<file path="src/rtl/io_arb_pkg.sv">
// Shared definitions for the two-port IO bus arbiter: state encoding and bus widths.
package io_arb_pkg;

  localparam logic [1:0] S_IDLE = 2'd0;
  localparam logic [1:0] S_BUS  = 2'd1;
  localparam logic [1:0] S_DONE = 2'd2;

  localparam int unsigned IO_AW = 8;
  localparam int unsigned IO_DW = 32;
  localparam int unsigned CNT_W = 4;

  typedef enum logic [1:0] {
    ST_IDLE = S_IDLE,
    ST_BUS  = S_BUS,
    ST_DONE = S_DONE
  } state_t;

endpackage

</file>
<file path="src/rtl/io_arbiter.sv">
// Round-robin arbiter sharing the IO peripheral bus between the MMU port (0) and a
// secondary master (1); each access is held for WAIT_CYCLES (1..15) and ends with a done pulse.
module io_arbiter
  import io_arb_pkg::*;
#(
  parameter int unsigned WAIT_CYCLES = 1
) (
  input  logic             clk,
  input  logic             reset,
  input  logic             req0,
  input  logic             req1,
  input  logic             we0,
  input  logic             we1,
  input  logic [IO_AW-1:0] addr0,
  input  logic [IO_AW-1:0] addr1,
  input  logic [IO_DW-1:0] wdata0,
  input  logic [IO_DW-1:0] wdata1,
  output logic             done0,
  output logic             done1,
  output logic [IO_DW-1:0] rdata0,
  output logic [IO_DW-1:0] rdata1,
  output logic             busy,
  output logic [IO_AW-1:0] io_addr,
  output logic             io_en,
  output logic             io_we,
  output logic [IO_DW-1:0] io_data_write,
  input  logic [IO_DW-1:0] io_data_read
);

  state_t             r_state;
  logic [CNT_W-1:0]   r_cnt;
  logic               r_gnt;
  logic               r_last_gnt;

  logic               w_any_req;
  logic               w_pick1;

  // Port 1 wins when alone, or on a tie when port 0 was served last.
  assign w_any_req = req0 | req1;
  assign w_pick1   = req1 & (~req0 | ~r_last_gnt);

  always_ff @(posedge clk or posedge reset) begin
    if (reset) begin
      r_state       <= ST_IDLE;
      r_cnt         <= '0;
      r_gnt         <= 1'b0;
      r_last_gnt    <= 1'b1;
      done0         <= 1'b0;
      done1         <= 1'b0;
      rdata0        <= '0;
      rdata1        <= '0;
      busy          <= 1'b0;
      io_addr       <= '0;
      io_en         <= 1'b0;
      io_we         <= 1'b0;
      io_data_write <= '0;
    end else begin
      done0 <= 1'b0;
      done1 <= 1'b0;
      case (r_state)
        ST_IDLE: begin
          if (w_any_req) begin
            r_gnt         <= w_pick1;
            r_last_gnt    <= w_pick1;
            io_we         <= w_pick1 ? we1    : we0;
            io_addr       <= w_pick1 ? addr1  : addr0;
            io_data_write <= w_pick1 ? wdata1 : wdata0;
            r_cnt         <= CNT_W'(WAIT_CYCLES - 1);
            io_en         <= 1'b1;
            busy          <= 1'b1;
            r_state       <= ST_BUS;
          end
        end
        ST_BUS: begin
          if (r_cnt == '0) begin
            // Last strobe cycle: capture read data for the granted port only.
            if (!io_we) begin
              if (r_gnt) rdata1 <= io_data_read;
              else       rdata0 <= io_data_read;
            end
            io_en   <= 1'b0;
            io_we   <= 1'b0;
            done0   <= ~r_gnt;
            done1   <= r_gnt;
            r_state <= ST_DONE;
          end else begin
            r_cnt <= r_cnt - CNT_W'(1);
          end
        end
        ST_DONE: begin
          busy    <= 1'b0;
          r_state <= ST_IDLE;
        end
        default: r_state <= ST_IDLE;
      endcase
    end
  end

endmodule

</file>
<file path="config.mk">
export PLATFORM = sky130hd
export DESIGN_NAME = io_arbiter
export DESIGN_NICKNAME = d
export VERILOG_FILES = /design/src/rtl/io_arb_pkg.sv /design/src/rtl/io_arbiter.sv
export SDC_FILE = /design/constraint.sdc
export NUM_CORES = 1
export LEC_CHECK = 0
export CORE_UTILIZATION = 35
export CTS_BUF_LIST = sky130_fd_sc_hd__clkbuf_4 sky130_fd_sc_hd__clkbuf_8
export DETAILED_ROUTE_END_ITERATION = 6
export PLACE_DENSITY = 0.69
export SLEW_MARGIN = 20
export SYNTH_ARGS = -nofsm -noshare
export SYNTH_HDL_FRONTEND = slang
export SYNTH_SLANG_ARGS = --single-unit
export TNS_END_PERCENT = 30
</file>
<file path="constraint.sdc">
create_clock -name clk -period 6.03 [get_ports clk]
set_input_delay 0.603 -clock clk [delete_from_list [all_inputs] [get_ports clk]]
set_output_delay 0.603 -clock clk [all_outputs]
set_load 0.1 [all_outputs]
</file>
==> results of run 1 <==
==> per-layer routing <==
metal	global-route usage, %	up-vias	share of wire [%]
li1	-	1757	-
met1	20.7	1862	41
met2	28.6	184	48
met3	5.92	17	8.2
met4	9.18	0	2.1
met5	0	-	0
==> cell usage in the layout, fill, tap and decap left out, types with 2 or more instances in the layout <==
| master | synthesis | final |
|---|---|---|
| dfrtp_1 | 116 | 116 |
| ha_1 | 2 | 2 |
| nor2b_1 | 2 | 2 |
| nand3_1 | 3 | 3 |
| clkbuf_4 | 0 | 2 |
| mux2_4 | 30 | 30 |
| inv_1 | 4 | 3 |
| mux2_2 | 37 | 37 |
| nor2_1 | 2 | 2 |
| mux2i_1 | 43 | 43 |
| o21ai_0 | 85 | 85 |
| clkbuf_8 | 0 | 21 |
| nor3_1 | 2 | 2 |
| clkdlybuf4s50_1 | 0 | 226 |
| buf_4 | 0 | 5 |
| clkinv_2 | 0 | 6 |
==> kinds of logic (layout without fill, tap and decap cells) <==
group                      Yosys count  after routing  share of synthesized area [%]
AOI/OAI and AO/OA                   90             90                           9.23
adders and majority gates            2              2                          0.501
buffers and inverters               31            267                           3.51
DFF                                117            117                           58.7
muxes                              110            110                           26.0
and+or+nand+nor                     17             17                           2.08
==> area by class of cell <==
type,instances,area [um^2],share of cell area [%]
sequential,117,2930,37.8
multi-input combinational,219,1900,24.5
clock buffer,23,304,3.92
inverter,4,17.5,0.226
timing repair buffer,231,2300,29.7
clock inverter,9,76.3,0.984
tap,180,225,2.90
==> state kept, by name, indices dropped and copies added (netlist names), 2 cells and up <==
register / flops
io_data_write: 32
io_addr: 8
r_cnt: 4
rdata0: 32
r_state: 2
rdata1: 32
==> final timing paths <==
kind / slack (ns) / to / startpoint / cells past startpoint
setup / recovery: 3.41 / io_we / io_we$_DFFE_PP0P_ / 1
hold / removal: 0.50 / rdata1[24]$_DFFE_PP0P_ / rdata1[24]$_DFFE_PP0P_ / 1
setup reg to reg: 3.59 / rdata0[28]$_DFFE_PP0P_ / r_cnt[0]$_DFFE_PP0P_ / 5
hold reg to reg: 0.50 / rdata1[24]$_DFFE_PP0P_ / rdata1[24]$_DFFE_PP0P_ / 1
max in group asynchronous: 4.16 / rdata0[2]$_DFFE_PP0P_ / reset / 3
min in group asynchronous: 0.65 / rdata0[14]$_DFFE_PP0P_ / reset / 2
==> stage by stage <==
stage	utilization, %	setup WS (ns)	area (um^2)	instances
floorplan	-	2.33	4990	367
detailed placement	53.1	3.19	7370	751
CTS	55.9	3.38	7750	783
global route	55.9	3.35	7750	783
finish	55.9	3.41	7750	783
global placement	53.1	3.22	7370	751
==> key figures, run 1 <==
Floorplan
  • Initial Util: 36.0%
  • Die span in y: 121 um
  • Number of I/O pins: 227
  • Die width: 121 um
  • Core ar.: 0.0139 mm^2
  • Site Rows: 43
  • Die area: 0.0147 mm^2

Logic synthesis
  • Yosys top cell area share: 58.2%
  • Count leader, synth: dfrtp_1
  • Syn Nets: 487
  • Yosys warning count: 0
  • Seq/Total Area, Yosys: 58.7%
  • Post-Syn Area: 0.00499 mm^2
  • Synth Area per Inst: 13.6 um^2
  • Post-synth EDFFs: 0
  • Synth Instances: 367
  • Synth unique cells: 30
  • Ys async rst share: 100%
  • Synth area leaders: dfrtp_1 (58%), mux2_4 (9.0%), mux2i_1 (8.6%)
  • Top cells by count, synth: dfrtp_1 (116), o21ai_0 (85), mux2i_1 (43)
  • FF+latch count, synth: 117
  • Largest area contributor in the netlist: dfrtp_1
  • Top FF cell, synth: dfrtp_1

Timing
  • Final Hold Fails: 0
  • Fin crit share: 43.4%
  • Slew margin rel.: 31.6%
  • Slew @ Worst Pin: 1.02 ns
  • Count of final setup violators: 0
  • Slew Limit Fails: 0
  • Max Clock Freq: 0.382 GHz
  • Unrepaired setup endpoints after global routing: false
  • TNS Setup: 0 ns
  • Final min period: 2.62 ns
  • Final hold slack: 0.504 ns
  • Final Skew: 0.00763 ns

GRT
  • Initial antenna violation count: 0
  • Vias in the first global route: 3,833
  • Largest net degree at the start of global routing: 60
  • Gr usage total: 17.7%
  • Grt total ovfl: 0
  • First-pass GRT wire length: 19,600 um

Setup path
  • Buffers & Inverters on Critical Path: 1
  • Cell Chain, Critical Path: clkdlybuf4s50_1
  • Worst endpoint required time: 5.43 ns
  • CP Max Fanout: 4
  • CP endpoint kind: primary output
  • Type of the worst setup path: reg2out
  • Slowest CP cell: clkdlybuf4s50_1
  • WP data arrival: 2.01 ns
  • Critical Path Source Type: flop
  • CP max stage delay: 1.19 ns
  • CP top delay family: buffers and inverters

Place
  • Post-DP HPWL: 8840 um
  • Final GP Congestion: 0.743
  • I/O Buffers: 226

Clocking
  • Clock latency on the worst-skew pair: 0.42 ns
  • Clock Tree Buf Depth: 2
  • Post_cts resized: 0
  • Max H-tree Level: 4
  • Hold buffers post-CTS: 0
  • Total clock sinks: 117
  • Root Driver: clkbuf_8
  • Postcts setup bufs: 0
  • Inserted Clock Buffers: 17
  • Clock slew at reported path FFs: 0.06 ns
  • TritonCTS clock tree: yes

Drt
  • Post-route antenna net violation count: 0
  • DR iter-0 viols: 151
  • Vias per Instance: 4.88
  • WL final: 12,500 um
  • DRC viols: 0
  • Via count: 3,820
  • Routed len/inst: 15.9 um
  • First-pass DRT Iterations: 4

Layout
  • Diode count: 0
  • Share of cells above drive strength 1: 18.2%
  • Area delta synth->final: 55.4%
  • Final net count: 710
  • FILL cells: 1,179

Flow run
  • Max-Cap Viols: 0

Hold path
  • Worst hold path type: reg2reg

Status
  • Outcome: completed
Power of run 1 is not shown: default switching activity piles up to over one toggle a cycle in this logic, so the estimate is an artifact.
==> inputs of run 2 (changes only) <==
==> constraint.sdc (replaced) <==
create_clock -name clk -period 2.5 [get_ports clk]
set_input_delay 0.25 -clock clk [delete_from_list [all_inputs] [get_ports clk]]
set_output_delay 0.25 -clock clk [all_outputs]
set_load 0.1 [all_outputs]
==> run 2 against run 1 <==
Against the previous run: critical path depth is 4 higher; count of clock-buffer cells in the layout shrank 2; final area fell by 2.2%; critical endpoint is now rdata0[4]$_DFFE_PP0P_; final cell count up 0.64%; register-to-register slack got worse by 3.4 ns; first-iteration DRC count increased by 4.0%; via count is 0.73% lower.
==> key figures, run 2 (same netlist as run 1, synthesis figures left out) <==
Status
  • Outcome: completed

Timing
  • Slew Limit Fails: 0
  • Final Skew: 0.0154 ns
  • Final min period: 2.31 ns
  • Count of final setup violators: 0
  • Final Hold Fails: 0
  • Fin crit share: 92.5%
  • Max Clock Freq: 0.432 GHz
  • Unrepaired setup endpoints after global routing: false
  • TNS Setup: 0 ns
  • PnR worst setup slack: 0.188 ns
  • Slew @ Worst Pin: 0.627 ns
  • Slew margin rel.: 58.2%

Place
  • I/O Buffers: 226
  • Final GP Congestion: 0.747
  • DP Worst Slack: 0.201 ns
  • Area after DPL: 0.00718 mm^2
  • Post-DP HPWL: 8940 um

GRT
  • Grt total ovfl: 0
  • Initial antenna violation count: 0
  • First-pass GRT wire length: 18,800 um
  • Gr usage total: 16.7%
  • Largest net degree at the start of global routing: 50
  • Vias in the first global route: 3,671

Clocking
  • Total clock sinks: 117
  • Inserted Clock Buffers: 17
  • Hold buffers post-CTS: 0
  • Clock slew at reported path FFs: 0.07 ns
  • Clock latency on the worst-skew pair: 0.43 ns
  • Clock Tree Buf Depth: 2
  • Max H-tree Level: 4
  • Root Driver: clkbuf_8
  • Postcts setup bufs: 0
  • TritonCTS clock tree: yes
  • Post_cts resized: 0

Layout
  • Largest regs: io_data_write (32), rdata0 (32), rdata1 (32)
  • Commonest cells after routing, fill and taps aside: clkdlybuf4s50_1 (117), dfrtp_1 (116), buf_4 (116), o21ai_0 (85), mux2i_1 (43)
  • Share of cells above drive strength 1: 36.8%
  • Design area: 0.00758 mm^2
  • Most common cell after layout, fill and taps aside: clkdlybuf4s50_1
  • Diode count: 0
  • Area delta synth->final: 51.9%
  • Final net count: 715

Drt
  • DRC viols: 0
  • Via count: 3,792
  • First-pass DRT Iterations: 4
  • WL final: 12,200 um
  • Routed len/inst: 15.5 um
  • Post-route antenna net violation count: 0
  • Vias per Instance: 4.81
  • DR iter-0 viols: 157

Setup path
  • Critical Path Source Type: flop
  • Worst endpoint required time: 2.81 ns
  • CP endpoint kind: flop
  • Type of the worst setup path: reg2reg
  • CP Max Fanout: 32
  • Worst Reg-to-Reg Cells: 5
  • WP data arrival: 2.62 ns

Floorplan
  • Number of I/O pins: 227
  • Site Rows: 43
  • Die width: 121 um
  • Die area: 0.0147 mm^2
  • Core ar.: 0.0139 mm^2
  • Initial Util: 36.0%
  • Die span in y: 121 um

Hold path
  • Worst hold path type: in2async

Flow run
  • Max-Cap Viols: 0
-- run 2: layout make-up --
type                    instances  area (um^2)
fillers                      1217         6300
flip-flops and latches        117         2930
repair buffers                236         2100
multi-input cells             219         1900
clock buffers                  21          277
well taps                     180          225
clock inverters                11          128
inverters                       4         18.8
-- run 2: layer usage --
layer | GRT usage, % | up-vias | routed length (um)
met4 | 7.25 | 0 | 239
met1 | 20.8 | 1817 | 5270
li1 | - | 1772 | -
met2 | 26.8 | 183 | 5730
met5 | 0 | - | 0
met3 | 5.12 | 20 | 1000
-- run 2: critical path, cell delays in order (launching register included) --
cell and delay [ns]:
dfrtp_1 0.39, inv_1 0.13, ha_1 0.18, or3b_1 0.37, or4_4 0.73, mux2_4 0.39
-- run 2: final timing paths --
| kind | startpoint | to | slack, ns |
|---|---|---|---|
| worst min register to register | rdata1[22]$_DFFE_PP0P_ | rdata1[22]$_DFFE_PP0P_ | 0.51 |
| worst max-delay path | r_cnt[0]$_DFFE_PP0P_ | rdata0[4]$_DFFE_PP0P_ | 0.19 |
| worst min-delay path | reset | rdata0[17]$_DFFE_PP0P_ | 0.24 |
| worst max register to register | r_cnt[0]$_DFFE_PP0P_ | rdata0[4]$_DFFE_PP0P_ | 0.19 |
| max in group asynchronous | reset | r_last_gnt$_DFFE_PP1P_ | 1.58 |
| min in group clk | wdata0[17] | io_data_write[17]$_DFFE_PP0P_ | 0.44 |
-- run 2: through the flow --
stage	std cells	hold WS, ns	utilization, %
after floorplan	367	0.399	-
after global placement	756	0.482	51.7
after detailed placement	756	0.495	51.7
after CTS	788	0.230	54.6
after global routing	788	0.260	54.6
final	788	0.239	54.6
Power of run 2 is left out for the same reason.
==> inputs of run 3 (changes only) <==
--- a/config.mk
+++ b/config.mk
@@ -5,10 +5,12 @@
 export SDC_FILE = /design/constraint.sdc
 export NUM_CORES = 1
 export LEC_CHECK = 0
+export ABC_AREA = 1
+export ABC_CLOCK_PERIOD_IN_PS = 2500
 export CORE_UTILIZATION = 35
 export CTS_BUF_LIST = sky130_fd_sc_hd__clkbuf_4 sky130_fd_sc_hd__clkbuf_8
 export DETAILED_ROUTE_END_ITERATION = 6
-export PLACE_DENSITY = 0.69
+export PLACE_DENSITY = 0.7
 export SLEW_MARGIN = 20
 export SYNTH_ARGS = -nofsm -noshare
 export SYNTH_HDL_FRONTEND = slang
==> run 3 against run 2 <==
Against the previous run: final area decreased by 1.8%; first-iteration DRC count up 120%; core utilization is 0.70 points higher; global-route usage up 3.5 points; critical endpoint is now rdata1[29]$_DFFE_PP0P_.
==> key figures, run 3 <==
Clocking
  • Max H-tree Level: 4
  • Root Driver: clkbuf_8
  • Hold buffers post-CTS: 0
  • Postcts setup bufs: 0
  • Clock Tree Buf Depth: 2
  • Clock slew at reported path FFs: 0.06 ns
  • Total clock sinks: 117
  • Inserted Clock Buffers: 17
  • Post_cts resized: 0
  • TritonCTS clock tree: yes
  • Clock latency on the worst-skew pair: 0.43 ns

Place
  • I/O Buffers: 226
  • Final GP Congestion: 0.796
  • DP Worst Slack: 0.623 ns
  • Post-DP HPWL: 9740 um
  • Area after DPL: 0.00704 mm^2

GRT
  • Largest net degree at the start of global routing: 118
  • First-pass GRT wire length: 22,600 um
  • Gr usage total: 20.3%
  • Vias in the first global route: 4,607
  • Initial antenna violation count: 0
  • Grt total ovfl: 0

Timing
  • PnR worst setup slack: 0.645 ns
  • Fin crit share: 74.2%
  • Final Hold Fails: 0
  • TNS Setup: 0 ns
  • Slew Limit Fails: 0
  • Final min period: 1.85 ns
  • Unrepaired setup endpoints after global routing: false
  • Final Skew: 0.0101 ns
  • Max Clock Freq: 0.539 GHz
  • Count of final setup violators: 0
  • Slew @ Worst Pin: 0.671 ns
  • Slew margin rel.: 55.3%

Setup path
  • R2R setup slack: 0.65 ns
  • RR Startpoint: r_cnt[0]$_DFFE_PP0P_
  • CP Max Fanout: 32
  • Worst endpoint required time: 2.81 ns
  • Critical Path Source Type: flop
  • CP endpoint kind: flop
  • Type of the worst setup path: reg2reg
  • Worst r2r dst: rdata1[29]$_DFFE_PP0P_
  • WP data arrival: 2.17 ns
  • Worst Reg-to-Reg Cells: 7

Drt
  • First-pass DRT Iterations: 7
  • Routed len/inst: 14.6 um
  • Vias per Instance: 4.76
  • DR iter-0 viols: 338
  • WL final: 14,200 um
  • Via count: 4,614
  • Post-route antenna net violation count: 0
  • DRC viols: 0

Floorplan
  • Initial Util: 36.4%
  • Site Rows: 42
  • Die width: 120 um
  • Die area: 0.0145 mm^2
  • Core ar.: 0.0135 mm^2
  • Number of I/O pins: 227
  • Die span in y: 120 um

Hold path
  • Worst hold path type: in2async

Logic synthesis
  • FF+latch count, synth: 117
  • Top FF cell, synth: dfrtp_1
  • Synth unique cells: 24
  • Yosys top cell area share: 59.3%
  • Count leader, synth: nand2_1
  • Synth Instances: 561
  • Syn Nets: 681
  • Post-Syn Area: 0.00489 mm^2
  • Synth Area per Inst: 8.72 um^2
  • Yosys warning count: 0
  • Synth area leaders: dfrtp_1 (59%), nand2_1 (16%), o21ai_0 (8.3%)
  • Post-synth EDFFs: 0
  • Ys async rst share: 100%
  • Top cells by count, synth: nand2_1 (209), dfrtp_1 (116), o21ai_0 (81)
  • Largest area contributor in the netlist: dfrtp_1
  • Seq/Total Area, Yosys: 59.9%

Layout
  • Commonest cells after routing, fill and taps aside: nand2_1 (209), clkdlybuf4s50_1 (117), dfrtp_1 (116), buf_4 (115), o21ai_0 (81)
  • Most common cell after layout, fill and taps aside: nand2_1
  • Share of cells above drive strength 1: 21.0%
  • Area delta synth->final: 52.1%
  • FILL cells: 1,219
  • Final net count: 902
  • Area of the multi-input gates: 0.00176 mm^2
  • Diode count: 0
  • Register Area: 0.00293 mm^2
  • Largest regs: io_data_write (32), rdata0 (32), rdata1 (32)
  • Design area: 0.00744 mm^2

Status
  • Outcome: completed

Flow run
  • Max-Cap Viols: 0
==> run 3: layout make-up <==
type / count / area share [%]
inverter: 13 / 0.723
tap: 176 / 2.96
clock buffer: 21 / 3.72
clock inverter: 10 / 1.75
multi-input combinational: 399 / 23.6
sequential: 117 / 39.4
timing repair buffer: 234 / 27.9
==> run 3: worst max path at each step <==
stage                    startpoint                endpoint  slack (ns)  cells past startpoint
2_1_floorplan                 reset        busy$_DFFE_PP0P_        0.82                      1
6_report       r_cnt[0]$_DFFE_PP0P_  rdata1[29]$_DFFE_PP0P_        0.65                      7
3_3_place_gp                   req0    r_cnt[2]$_DFFE_PP0P_        0.65                      6
4_1_cts        r_cnt[0]$_DFFE_PP0P_  rdata1[27]$_DFFE_PP0P_        0.62                      7
5_1_grt        r_cnt[0]$_DFFE_PP0P_  rdata1[27]$_DFFE_PP0P_        0.45                      7
3_5_place_dp                   req0    r_cnt[2]$_DFFE_PP0P_        0.62                      6
==> run 3: stage by stage <==
stage | instances | utilization [%] | hold WS, ns
6_report | 970 | 55.3 | 0.286
5_1_grt | 970 | 55.3 | 0.385
3_3_place_gp | 939 | 52.3 | 0.411
2_1_floorplan | 561 | - | 0.354
3_5_place_dp | 939 | 52.3 | 0.408
4_1_cts | 970 | 55.3 | 0.353
==> run 3: logic make-up (layout without fill, tap and decap cells) <==
family | count (synthesis) | in the layout | share of synthesized area [%]
AOI/OAI and AO/OA | 87 | 87 | 8.95
buffers and inverters | 45 | 278 | 4.45
DFF | 117 | 117 | 59.9
and+or+nand+nor | 309 | 309 | 26.1
adders and majority gates | 2 | 2 | 0.511
xor gates and xnor gates | 1 | 1 | 0.179
==> run 3: routing by layer <==
metal	vias up	share of wire, %	global-route usage, %
li1	2232	-	-
met1	2121	41	23.9
met2	234	46	32.9
met3	27	10	7.45
met4	0	2.3	9.18
met5	-	0	0
==> run 3: critical path, stage by stage (launching register included) <==
cell and delay (ns):
dfrtp_1 0.41, inv_1 0.12, ha_1 0.21, nand2_4 0.10
nor2_8 0.21, nand2_2 0.42, nand2_1 0.19, nand2_1 0.07
Power of run 3 is left out for the same reason.
